**src/rtl/int_ctrl_if.sv**
```systemverilog
`default_nettype none
// ============================================================================
// Module   : int_ctrl_if
// Purpose  : CPU-side register window and Ireq/Iack handshake of int_ctrl.
//            master = CPU / MIO_BUS side, slave = int_ctrl.
// Signals  : we_i, addr_i, wdata_i  register write strobe, select, data
//            rdata_o                combinational register read
//            Ireq_o, Iack_i         interrupt request / acknowledge pulse
//            cause_o, active_o      ID in service, in-service flag
// Revision : 1.0  initial release
// ============================================================================
interface int_ctrl_if;
   logic        we_i;
   logic [1:0]  addr_i;
   logic [31:0] wdata_i;
   logic [31:0] rdata_o;
   logic        Ireq_o;
   logic        Iack_i;
   logic [1:0]  cause_o;
   logic        active_o;

   modport master (
      output we_i, addr_i, wdata_i, Iack_i,
      input  rdata_o, Ireq_o, cause_o, active_o
   );

   modport slave (
      input  we_i, addr_i, wdata_i, Iack_i,
      output rdata_o, Ireq_o, cause_o, active_o
   );
endinterface
`default_nettype wire

```
**src/rtl/int_ctrl.sv**
```systemverilog
`default_nettype none
// ============================================================================
// Module   : int_ctrl
// Purpose  : Four-source interrupt controller for the multi-cycle CPU.
//            Synchronises raw sources, latches them into PENDING (edge or
//            level per source), masks them, picks the lowest index and
//            drives a single Ireq/Iack pair with a readable cause.
// Ports    : Clk_CPU  CPU clock, rising edge
//            rst      asynchronous active-high reset
//            irq_i    raw source lines (any clock domain)
//            bus      int_ctrl_if.slave: register window + handshake
// Registers: 0 MASK (rw), 1 PENDING (r, w1c edge bits),
//            2 CAUSE {active,29'b0,cause} (any write = EOI), 3 EDGE (rw)
// Revision : 1.0  initial release
// ============================================================================
module int_ctrl #(
   parameter int                N_SRC        = 4,
   parameter logic [N_SRC-1:0]  DEFAULT_MASK = 4'b0000,
   parameter logic [N_SRC-1:0]  DEFAULT_EDGE = 4'b1111
) (
   input  wire logic             Clk_CPU,
   input  wire logic             rst,
   input  wire logic [N_SRC-1:0] irq_i,
   int_ctrl_if.slave             bus
);

   localparam logic [1:0] C_ADDR_MASK  = 2'd0;
   localparam logic [1:0] C_ADDR_PEND  = 2'd1;
   localparam logic [1:0] C_ADDR_CAUSE = 2'd2;
   localparam logic [1:0] C_ADDR_EDGE  = 2'd3;

   typedef enum logic [1:0] {
      S_IDLE    = 2'd0,
      S_REQ     = 2'd1,
      S_SERVICE = 2'd2
   } state_t;

   state_t           r_state;
   state_t           w_state_nxt;

   logic [N_SRC-1:0] r_sync1;
   logic [N_SRC-1:0] r_sync2;
   logic [N_SRC-1:0] r_hist;
   logic [N_SRC-1:0] r_mask;
   logic [N_SRC-1:0] r_edge;
   logic [N_SRC-1:0] r_pending;
   logic [1:0]       r_cause;

   logic [N_SRC-1:0] w_rise;
   logic [N_SRC-1:0] w_elig;
   logic [N_SRC-1:0] w_win_oh;
   logic [1:0]       w_win;
   logic [N_SRC-1:0] w_clr;
   logic [N_SRC-1:0] w_pend_nxt;
   logic             w_take;
   logic             w_eoi;
   logic             w_wr_mask;
   logic             w_wr_pend;
   logic             w_wr_edge;
   logic             w_unused_wdata;

   assign w_wr_mask = bus.we_i && (bus.addr_i == C_ADDR_MASK);
   assign w_wr_pend = bus.we_i && (bus.addr_i == C_ADDR_PEND);
   assign w_eoi     = bus.we_i && (bus.addr_i == C_ADDR_CAUSE);
   assign w_wr_edge = bus.we_i && (bus.addr_i == C_ADDR_EDGE);

   assign w_unused_wdata = ^bus.wdata_i[31:N_SRC];

   // -------------------------------------------------------------------------
   // Two-flop synchroniser followed by a history flop for edge detection
   // -------------------------------------------------------------------------
   always_ff @(posedge Clk_CPU or posedge rst) begin
      if (rst) begin
         r_sync1 <= '0;
         r_sync2 <= '0;
         r_hist  <= '0;
      end else begin
         r_sync1 <= irq_i;
         r_sync2 <= r_sync1;
         r_hist  <= r_sync2;
      end
   end

   assign w_rise = r_sync2 & ~r_hist;

   // -------------------------------------------------------------------------
   // Priority: isolate the lowest set bit, then encode it
   // -------------------------------------------------------------------------
   assign w_elig   = r_pending & r_mask;
   assign w_win_oh = w_elig & (~w_elig + 1'b1);

   always_comb begin
      w_win = 2'd0;
      for (int i = N_SRC - 1; i >= 0; i--) begin
         if (w_elig[i]) w_win = 2'(i);
      end
   end

   // -------------------------------------------------------------------------
   // Pending bits. Edge sources: a new rising edge beats any clear in the
   // same cycle. Level sources simply follow the synchronised line.
   // -------------------------------------------------------------------------
   generate
      for (genvar i = 0; i < N_SRC; i++) begin : g_src
         assign w_clr[i] = (w_wr_pend & bus.wdata_i[i]) | (w_take & w_win_oh[i]);
         assign w_pend_nxt[i] = r_edge[i] ? (w_rise[i] | (r_pending[i] & ~w_clr[i]))
                                          : r_sync2[i];
      end
   endgenerate

   always_ff @(posedge Clk_CPU or posedge rst) begin
      if (rst) begin
         r_pending <= '0;
         r_mask    <= DEFAULT_MASK;
         r_edge    <= DEFAULT_EDGE;
      end else begin
         r_pending <= w_pend_nxt;
         if (w_wr_mask) r_mask <= bus.wdata_i[N_SRC-1:0];
         if (w_wr_edge) r_edge <= bus.wdata_i[N_SRC-1:0];
      end
   end

   // -------------------------------------------------------------------------
   // Request state machine
   // -------------------------------------------------------------------------
   always_ff @(posedge Clk_CPU or posedge rst) begin
      if (rst) begin
         r_state <= S_IDLE;
         r_cause <= 2'd0;
      end else begin
         r_state <= w_state_nxt;
         if (w_take) r_cause <= w_win;
      end
   end

   always_comb begin
      w_state_nxt = r_state;
      w_take      = 1'b0;
      case (r_state)
         S_IDLE: begin
            if (w_elig != '0) w_state_nxt = S_REQ;
         end
         S_REQ: begin
            // Acknowledge wins over a request that vanished this same cycle
            if (bus.Iack_i) begin
               w_take      = 1'b1;
               w_state_nxt = S_SERVICE;
            end else if (w_elig == '0) begin
               w_state_nxt = S_IDLE;
            end
         end
         S_SERVICE: begin
            if (w_eoi) w_state_nxt = S_IDLE;
         end
         default: w_state_nxt = S_IDLE;
      endcase
   end

   assign bus.Ireq_o   = (r_state == S_REQ);
   assign bus.active_o = (r_state == S_SERVICE);
   assign bus.cause_o  = r_cause;

   // -------------------------------------------------------------------------
   // Combinational register read
   // -------------------------------------------------------------------------
   always_comb begin
      bus.rdata_o = 32'd0;
      case (bus.addr_i)
         C_ADDR_MASK:  bus.rdata_o = {{(32-N_SRC){1'b0}}, r_mask};
         C_ADDR_PEND:  bus.rdata_o = {{(32-N_SRC){1'b0}}, r_pending};
         C_ADDR_CAUSE: bus.rdata_o = {(r_state == S_SERVICE), 29'd0, r_cause};
         C_ADDR_EDGE:  bus.rdata_o = {{(32-N_SRC){1'b0}}, r_edge};
         default:      bus.rdata_o = 32'd0;
      endcase
   end

endmodule
`default_nettype wire

```
**src/flat_wrapper.sv**
```systemverilog
// flat-port wrapper written by rule: the top's interface ports become plain ports
module int_ctrl_flat 
#(
   parameter int                N_SRC        = 4,
   parameter logic [N_SRC-1:0]  DEFAULT_MASK = 4'b0000,
   parameter logic [N_SRC-1:0]  DEFAULT_EDGE = 4'b1111
)
  (Clk_CPU, rst, irq_i, bus_we_i, bus_addr_i, bus_wdata_i, bus_Iack_i, bus_rdata_o, bus_Ireq_o, bus_cause_o, bus_active_o);
  int_ctrl_if bus_i ();
  input  wire logic Clk_CPU;
  input  wire logic rst;
  input  wire logic [N_SRC-1:0] irq_i;
  input wire logic [$bits(bus_i.we_i)-1:0] bus_we_i;
  input wire logic [$bits(bus_i.addr_i)-1:0] bus_addr_i;
  input wire logic [$bits(bus_i.wdata_i)-1:0] bus_wdata_i;
  input wire logic [$bits(bus_i.Iack_i)-1:0] bus_Iack_i;
  output wire logic [$bits(bus_i.rdata_o)-1:0] bus_rdata_o;
  output wire logic [$bits(bus_i.Ireq_o)-1:0] bus_Ireq_o;
  output wire logic [$bits(bus_i.cause_o)-1:0] bus_cause_o;
  output wire logic [$bits(bus_i.active_o)-1:0] bus_active_o;
  assign bus_i.we_i = bus_we_i;
  assign bus_i.addr_i = bus_addr_i;
  assign bus_i.wdata_i = bus_wdata_i;
  assign bus_i.Iack_i = bus_Iack_i;
  assign bus_rdata_o = bus_i.rdata_o;
  assign bus_Ireq_o = bus_i.Ireq_o;
  assign bus_cause_o = bus_i.cause_o;
  assign bus_active_o = bus_i.active_o;
  int_ctrl #(.N_SRC(N_SRC), .DEFAULT_MASK(DEFAULT_MASK), .DEFAULT_EDGE(DEFAULT_EDGE)) u_core (.Clk_CPU(Clk_CPU), .rst(rst), .irq_i(irq_i), .bus(bus_i));
endmodule
```
**config.mk**
```make
export PLATFORM = sky130hd
export DESIGN_NAME = int_ctrl_flat
export DESIGN_NICKNAME = d
export VERILOG_FILES = /design/src/rtl/int_ctrl_if.sv /design/src/rtl/int_ctrl.sv /design/src/flat_wrapper.sv
export SDC_FILE = /design/constraint.sdc
export NUM_CORES = 1
export LEC_CHECK = 0
export CORE_MARGIN = 2
export CORE_UTILIZATION = 25
export CTS_CLUSTER_DIAMETER = 30
export CTS_CLUSTER_SIZE = 14
export DETAILED_ROUTE_END_ITERATION = 7
export HOLD_SLACK_MARGIN = 0.03
export PLACE_DENSITY = 0.64
export SLEW_MARGIN = 5
export SYNTH_ARGS = -nofsm -noshare
export SYNTH_HDL_FRONTEND = slang
export SYNTH_SLANG_ARGS = --single-unit
```
**constraint.sdc**
```tcl
create_clock -name Clk_CPU -period 1.85 [get_ports Clk_CPU]
set_clock_uncertainty 0.2 [all_clocks]
set_input_delay 0.37 -clock Clk_CPU [delete_from_list [all_inputs] [get_ports Clk_CPU]]
set_output_delay 0.37 -clock Clk_CPU [all_outputs]
set_load 0.05 [all_outputs]
```
==> flow_summary.yaml, run 1 <==
run_status:
  status: "finished, violations left"
  violations: "negative setup slack"
place:
  place_ws_ns: -0.442
  dp_hpwl_um: 1910
  portBuffers: 22
  gp_congestion: 0.820
clocking:
  clock_latency_ns: 0.27
  numClockSinks: 28
  cts_tree: "built"
  clockRootBuffer: "clkbuf_8"
  path_clk_slew_ns: 0.10
  cts_buffers: 3
  htree_levels: 1
  cts_buffer_depth: 2
finish:
  regArea_um2: 707
  area_growth_syn_to_layout_pct: 30.8
  fin_nets: 197
  layout_common_cells: "27 x conb_1, 23 x dfrtp_1, 17 x nand2_1"
  final_common_cell: "conb_1"
  fillers: 569
  antenna_cells: 0
  drive_gt1_share_pct: 33.1
  multi_input_comb_area_um2: 561
drt:
  drtIter0Drc: 25
  remaining_drc_errors: 0
  wl_per_cell_um: 11.2
  avgViaCountPerCell: 3.96
  vias: 895
  drt_wl_total_um: 2520
  drtPass1Iterations: 4
  drtAntennaViolNets: 0
synth:
  synth-compound-area-share_pct: 8.08
  netlist_area_mm2: 0.00138
  synth_area_leaders: "dfrtp_1 44%, buf_4 15%, dfstp_2 7.6%"
  synth-xor-area-share_pct: 0
  synth.distinct_cells: 26
  ys_warn_count: 0
  synth_top_family_by_area: "buffers and inverters"
  synth_top_area_share_pct: 43.6
  muxShareOfSynthArea_pct: 11.3
  synthAdderAreaFrac_pct: 0
  syn_inst: 118
  yosysSeqAreaShare_pct: 51.2
  ys_ff_latch: 28
  yosys.area.top_type: "dfrtp_1"
  syn_area_per_cell_um2: 11.7
  synth-simple-area-share_pct: 12.6
sta:
  max_freq_mhz: 530
  holdWs_ns: 0.157
  finalSetupViolations: 2
  rsz0062_at_grt: "yes"
  timing.final.ws_setup_ns: -0.0381
  finalCritPeriodShare_pct: 102
  finalHoldViolCount: 0
  fin_crit_ns: 1.89
  drv_slew: 0
worst_setup_path:
  crit_type: "flop to output pin"
  crit_arrival_ns: 1.32
  cp_max_fo: 2
  start_kind: "flop"
  crit_required_ns: 1.28
  end_kind: "output pin"
power_and_ir_drop:
  p_int_mw: 1.38
  p_switching_uw: 839
  power_density_mw_per_mm2: 1230
  total_power_mw: 2.22
  p_leak_nw: 0.811
  power_frac_seq_pct: 36.7
  ir_drop_v: 0.000427
  sw_frac_of_total_pct: 37.7
  p_comb_share_pct: 46.7
  clkPwrFrac_pct: 16.6
min_path:
  worstHoldPathType: "flop to flop"
floorplan:
  num_rows: 27
  boundaryPins: 78
  fp.dieH_um: 78.3
  die_w_um: 78.3
  die_area_mm2: 0.00613
  start_util_pct: 25.5
  coreArea_mm2: 0.00541
global_route:
  gr-usage-all-layers_pct: 8.34
  grt_use_met1_pct: 12.2
  grt.busiest_layer: "met2"
  met2_usage_pct: 12.5
  gr-usage-met3_pct: 2.53
  grt.overflow.total: 0
  antenna_found_initial: 0
  grt_pass1_wl_um: 4040
  grt_max_degree: 29
  grt_pass1_vias: 820
job:
  maxCapViolations: 0
==> Yosys cell counts <==
library cell / count
buf_4: 27
dfrtp_1: 24
nand2_1: 17
mux2_2: 8
dfstp_2: 4
nand3_1: 4
o21ai_0: 4
a21oi_1: 3
a22o_1: 3
and3b_2: 3
a22oi_1: 2
buf_6: 2
mux2i_1: 2
mux4_2: 2
nor2b_1: 2
a221oi_1: 1
a32o_1: 1
a32oi_1: 1
and2_1: 1
conb_1: 1
inv_1: 1
nand3b_1: 1
nand4_1: 1
nand4b_1: 1
nor3b_4: 1
o31ai_1: 1
==> timing repair <==
action	in CTS	in global routing
setup buffers	5	3
resized for setup	9	3
cloned	0	0
endpoints found under the setup margin	9	5
hold buffers	0	0
==> through the flow <==
step                      utilization [%]  TNS, ns  std cells  area, um^2
after floorplan                         -  -0.0406        144        1490
after global placement               31.0    -4.55        214        1680
after detailed placement             31.0    -4.99        214        1680
after CTS                            32.8  -0.0750        223        1770
after global routing                 33.4   -0.164        226        1800
final                                33.4  -0.0738        226        1800
==> critical path, cell delays in order (launching register included) <==
cell and delay, ns:
dfrtp_1 0.41, mux4_2 0.47, buf_6 0.17
==> registers in the layout (all words and copies together) (netlist names) <==
signal	count
u_core.r_state	2
u_core.r_hist	4
u_core.r_sync1	4
u_core.r_sync2	4
u_core.bus.cause_o	2
u_core.r_mask	4
u_core.r_edge	4
u_core.r_pending	4
==> final cells by class <==
| class | instances | area share [%] |
|---|---|---|
| multi-input combinational | 86 | 31.1 |
| tap | 72 | 5.00 |
| inverter | 1 | 0.208 |
| clock buffer | 4 | 3.05 |
| sequential | 28 | 39.2 |
| timing repair buffer | 35 | 21.4 |
==> worst paths after layout <==
path	endpoint	cells after the start	slack (ns)	startpoint
max in group asynchronous	u_core.r_edge[1]	3	0.88	rst
setup / recovery	bus_rdata_o[1]	2	-0.04	u_core.r_mask[1]
hold reg to reg	u_core.r_sync2[0]	0	0.16	u_core.r_sync1[0]
hold / removal	u_core.r_sync2[0]	0	0.16	u_core.r_sync1[0]
setup reg to reg	u_core.r_pending[3]	5	0.28	u_core.r_mask[1]
min in group asynchronous	u_core.r_mask[2]	3	0.25	rst
==> routing by layer <==
layer,wire length [um],vias to the layer above
met5,0,-
met4,13,0
met3,100,2
met2,1210,25
met1,1200,439
li1,-,429
==> kinds of logic (layout without fill, tap and decap cells) <==
| kind of cell | after synthesis | in the layout |
|---|---|---|
| multiplexers | 12 | 12 |
| flip-flops | 28 | 28 |
| AND/OR/NAND/NOR | 31 | 31 |
| AO/OA/AOI/OAI | 16 | 16 |
| other | 1 | 27 |
| buffers and inverters | 30 | 40 |
==> power by group through the flow <==
stage               Clock (mW)  Combinational (mW)  Sequential, mW
floorplan                    0               0.561           0.883
global placement             0               0.904           0.847
detailed placement           0               0.910           0.852
CTS                      0.386               0.995           0.818
global route             0.417                1.09           0.832
finish                   0.369                1.04           0.816
(Power assumes the default switching activity.)
==> run 2, diff against run 1 <==
--- a/config.mk
+++ b/config.mk
@@ -11,6 +11,7 @@
 export CTS_CLUSTER_SIZE = 14
 export DETAILED_ROUTE_END_ITERATION = 7
 export HOLD_SLACK_MARGIN = 0.03
+export MAX_ROUTING_LAYER = met4
 export PLACE_DENSITY = 0.64
 export SLEW_MARGIN = 5
 export SYNTH_ARGS = -nofsm -noshare
==> run 2 against run 1 <==
Critical path depth did not move. Worst hold slack is essentially flat. Register-to-register slack about the same. Worst setup slack worse by 0.00051 ns. The run still ends with negative setup slack left. Largest power group unchanged. Final cell count stayed put. Sequential cell count unchanged. Total power is essentially flat. Sequential power about the same. Largest cell class unchanged. Die area stayed put.
==> flow_summary.yaml, run 2 (synthesis results as in run 1) <==
floorplan:
  fp.dieH_um: 78.3
  num_rows: 27
  boundaryPins: 78
  die_w_um: 78.3
  coreArea_mm2: 0.00541
  start_util_pct: 25.5
  die_area_mm2: 0.00613
clocking:
  cts_buffers: 3
  cts_tree: "built"
  clock_latency_ns: 0.27
  numClockSinks: 28
  clockRootBuffer: "clkbuf_8"
  cts_buffer_depth: 2
  postCtsHoldBufs: 0
  htree_levels: 1
  path_clk_slew_ns: 0.10
sta:
  fin_crit_ns: 1.89
  drv_slew: 0
  finalCritPeriodShare_pct: 102
  finalHoldViolCount: 0
  finalSetupViolations: 2
  timing.final.ws_setup_ns: -0.0386
  rsz0062_at_grt: "yes"
  holdWs_ns: 0.157
  fin_tns_setup_ns: -0.0749
  max_freq_mhz: 529
worst_setup_path:
  crit_arrival_ns: 1.32
  reg2reg_depth: 5
  reg2reg_to: "u_core.r_pending[3]"
  start_kind: "flop"
  crit_path_top_delay_cell: "mux4_2"
  cpPeakStageDelay_ns: 0.47
  path_cells: "mux4_2, buf_6"
  crit_type: "flop to output pin"
  regToRegStartpoint: "u_core.r_mask[1]"
  crit_required_ns: 1.28
  cp_max_fo: 2
  end_kind: "output pin"
  r2r_slack_ns: 0.28
drt:
  avgViaCountPerCell: 3.99
  vias: 901
  drtPass1Iterations: 4
  remaining_drc_errors: 0
  wl_per_cell_um: 11.2
  drt_wl_total_um: 2540
  drtIter0Drc: 25
  drtAntennaViolNets: 0
global_route:
  grt.overflow.total: 0
  grt_pass1_vias: 820
  grt_max_degree: 29
  antenna_found_initial: 0
  gr-usage-all-layers_pct: 8.57
  grt_pass1_wl_um: 4040
finish:
  fin_nets: 197
  fillers: 569
  antenna_cells: 0
  area_growth_syn_to_layout_pct: 30.8
  design_area_mm2: 0.00180
  final_common_cell: "conb_1"
  layout_common_cells: "27 x conb_1, 23 x dfrtp_1, 17 x nand2_1"
  drive_gt1_share_pct: 33.1
min_path:
  min_delay_path_depth: 0
  hold_path_end: "u_core.r_sync2[3]"
  worstHoldPathType: "flop to flop"
  hp-start: "u_core.r_sync1[3]"
run_status:
  status: "finished, violations left"
  violations: "negative setup slack"
place:
  dpl_cell_area_mm2: 0.00168
  place_ws_ns: -0.442
  gp_congestion: 0.832
  dp_hpwl_um: 1910
  portBuffers: 22
power_and_ir_drop:
  total_power_mw: 2.23
  power_density_mw_per_mm2: 1230
  p_int_mw: 1.38
  p_comb_share_pct: 46.6
  p_leak_nw: 0.811
  sw_frac_of_total_pct: 37.8
  clkPwrFrac_pct: 16.7
  power_frac_seq_pct: 36.7
  p_switching_uw: 841
  ir_drop_v: 0.000430
job:
  maxCapViolations: 0
## run 2: cell counts in the layout (fill, tap and decap cells not counted)
Identical to the previous run, type by type.
## run 2: area by class of cell
type	instances	area (um^2)	area share (%)
flip-flops and latches	28	707	39.2
multi-input cells	86	561	31.1
repair buffers	35	387	21.4
well taps	72	90.1	5.00
clock buffers	4	55.1	3.05
inverters	1	3.75	0.208
## run 2: worst max path at each step
stage	from	to	slack [ns]	cells past startpoint
5_1_grt	u_core.r_mask[1]	bus_rdata_o[1]	-0.08	2
3_5_place_dp	bus_addr_i[0]	bus_rdata_o[1]	-0.44	3
4_1_cts	u_core.bus.cause_o[0]	bus_rdata_o[0]	-0.04	2
6_report	u_core.r_mask[1]	bus_rdata_o[1]	-0.04	2
3_3_place_gp	bus_addr_i[0]	bus_rdata_o[0]	-0.45	3
2_1_floorplan	bus_addr_i[0]	bus_rdata_o[3]	-0.04	3
## run 2: critical path: cells and delay by family, from the launching register on
| family | cells | cell delay, ns |
|---|---|---|
| buf+inv | 1 | 0.17 |
| mux | 1 | 0.47 |
| flops | 1 | 0.41 |
## run 2: repair_timing
action / 4_1_cts / 5_1_grt
resized for setup: 9 / 3
setup buffers: 5 / 3
endpoints found under the setup margin: 9 / 5
## run 2: layer usage
layer / up-vias / global-route usage, % / wire length (um)
li1: 429 / - / -
met1: 441 / 12.2 / 1190
met2: 29 / 12.5 / 1220
met3: 2 / 2.53 / 114
met4: 0 / 1.05 / 17
met5: - / - / 0
## run 2: power groups by stage
stage	clock network (mW)	registers, mW	logic (mW)
floorplan	0	0.883	0.561
global placement	0	0.847	0.904
detailed placement	0	0.852	0.910
CTS	0.386	0.818	0.995
global route	0.417	0.832	1.09
finish	0.371	0.816	1.04
## run 2: stage by stage
step / util, % / cells
floorplan: - / 144
global placement: 31.0 / 214
detailed placement: 31.0 / 214
CTS: 32.8 / 223
global route: 33.4 / 226
finish: 33.4 / 226
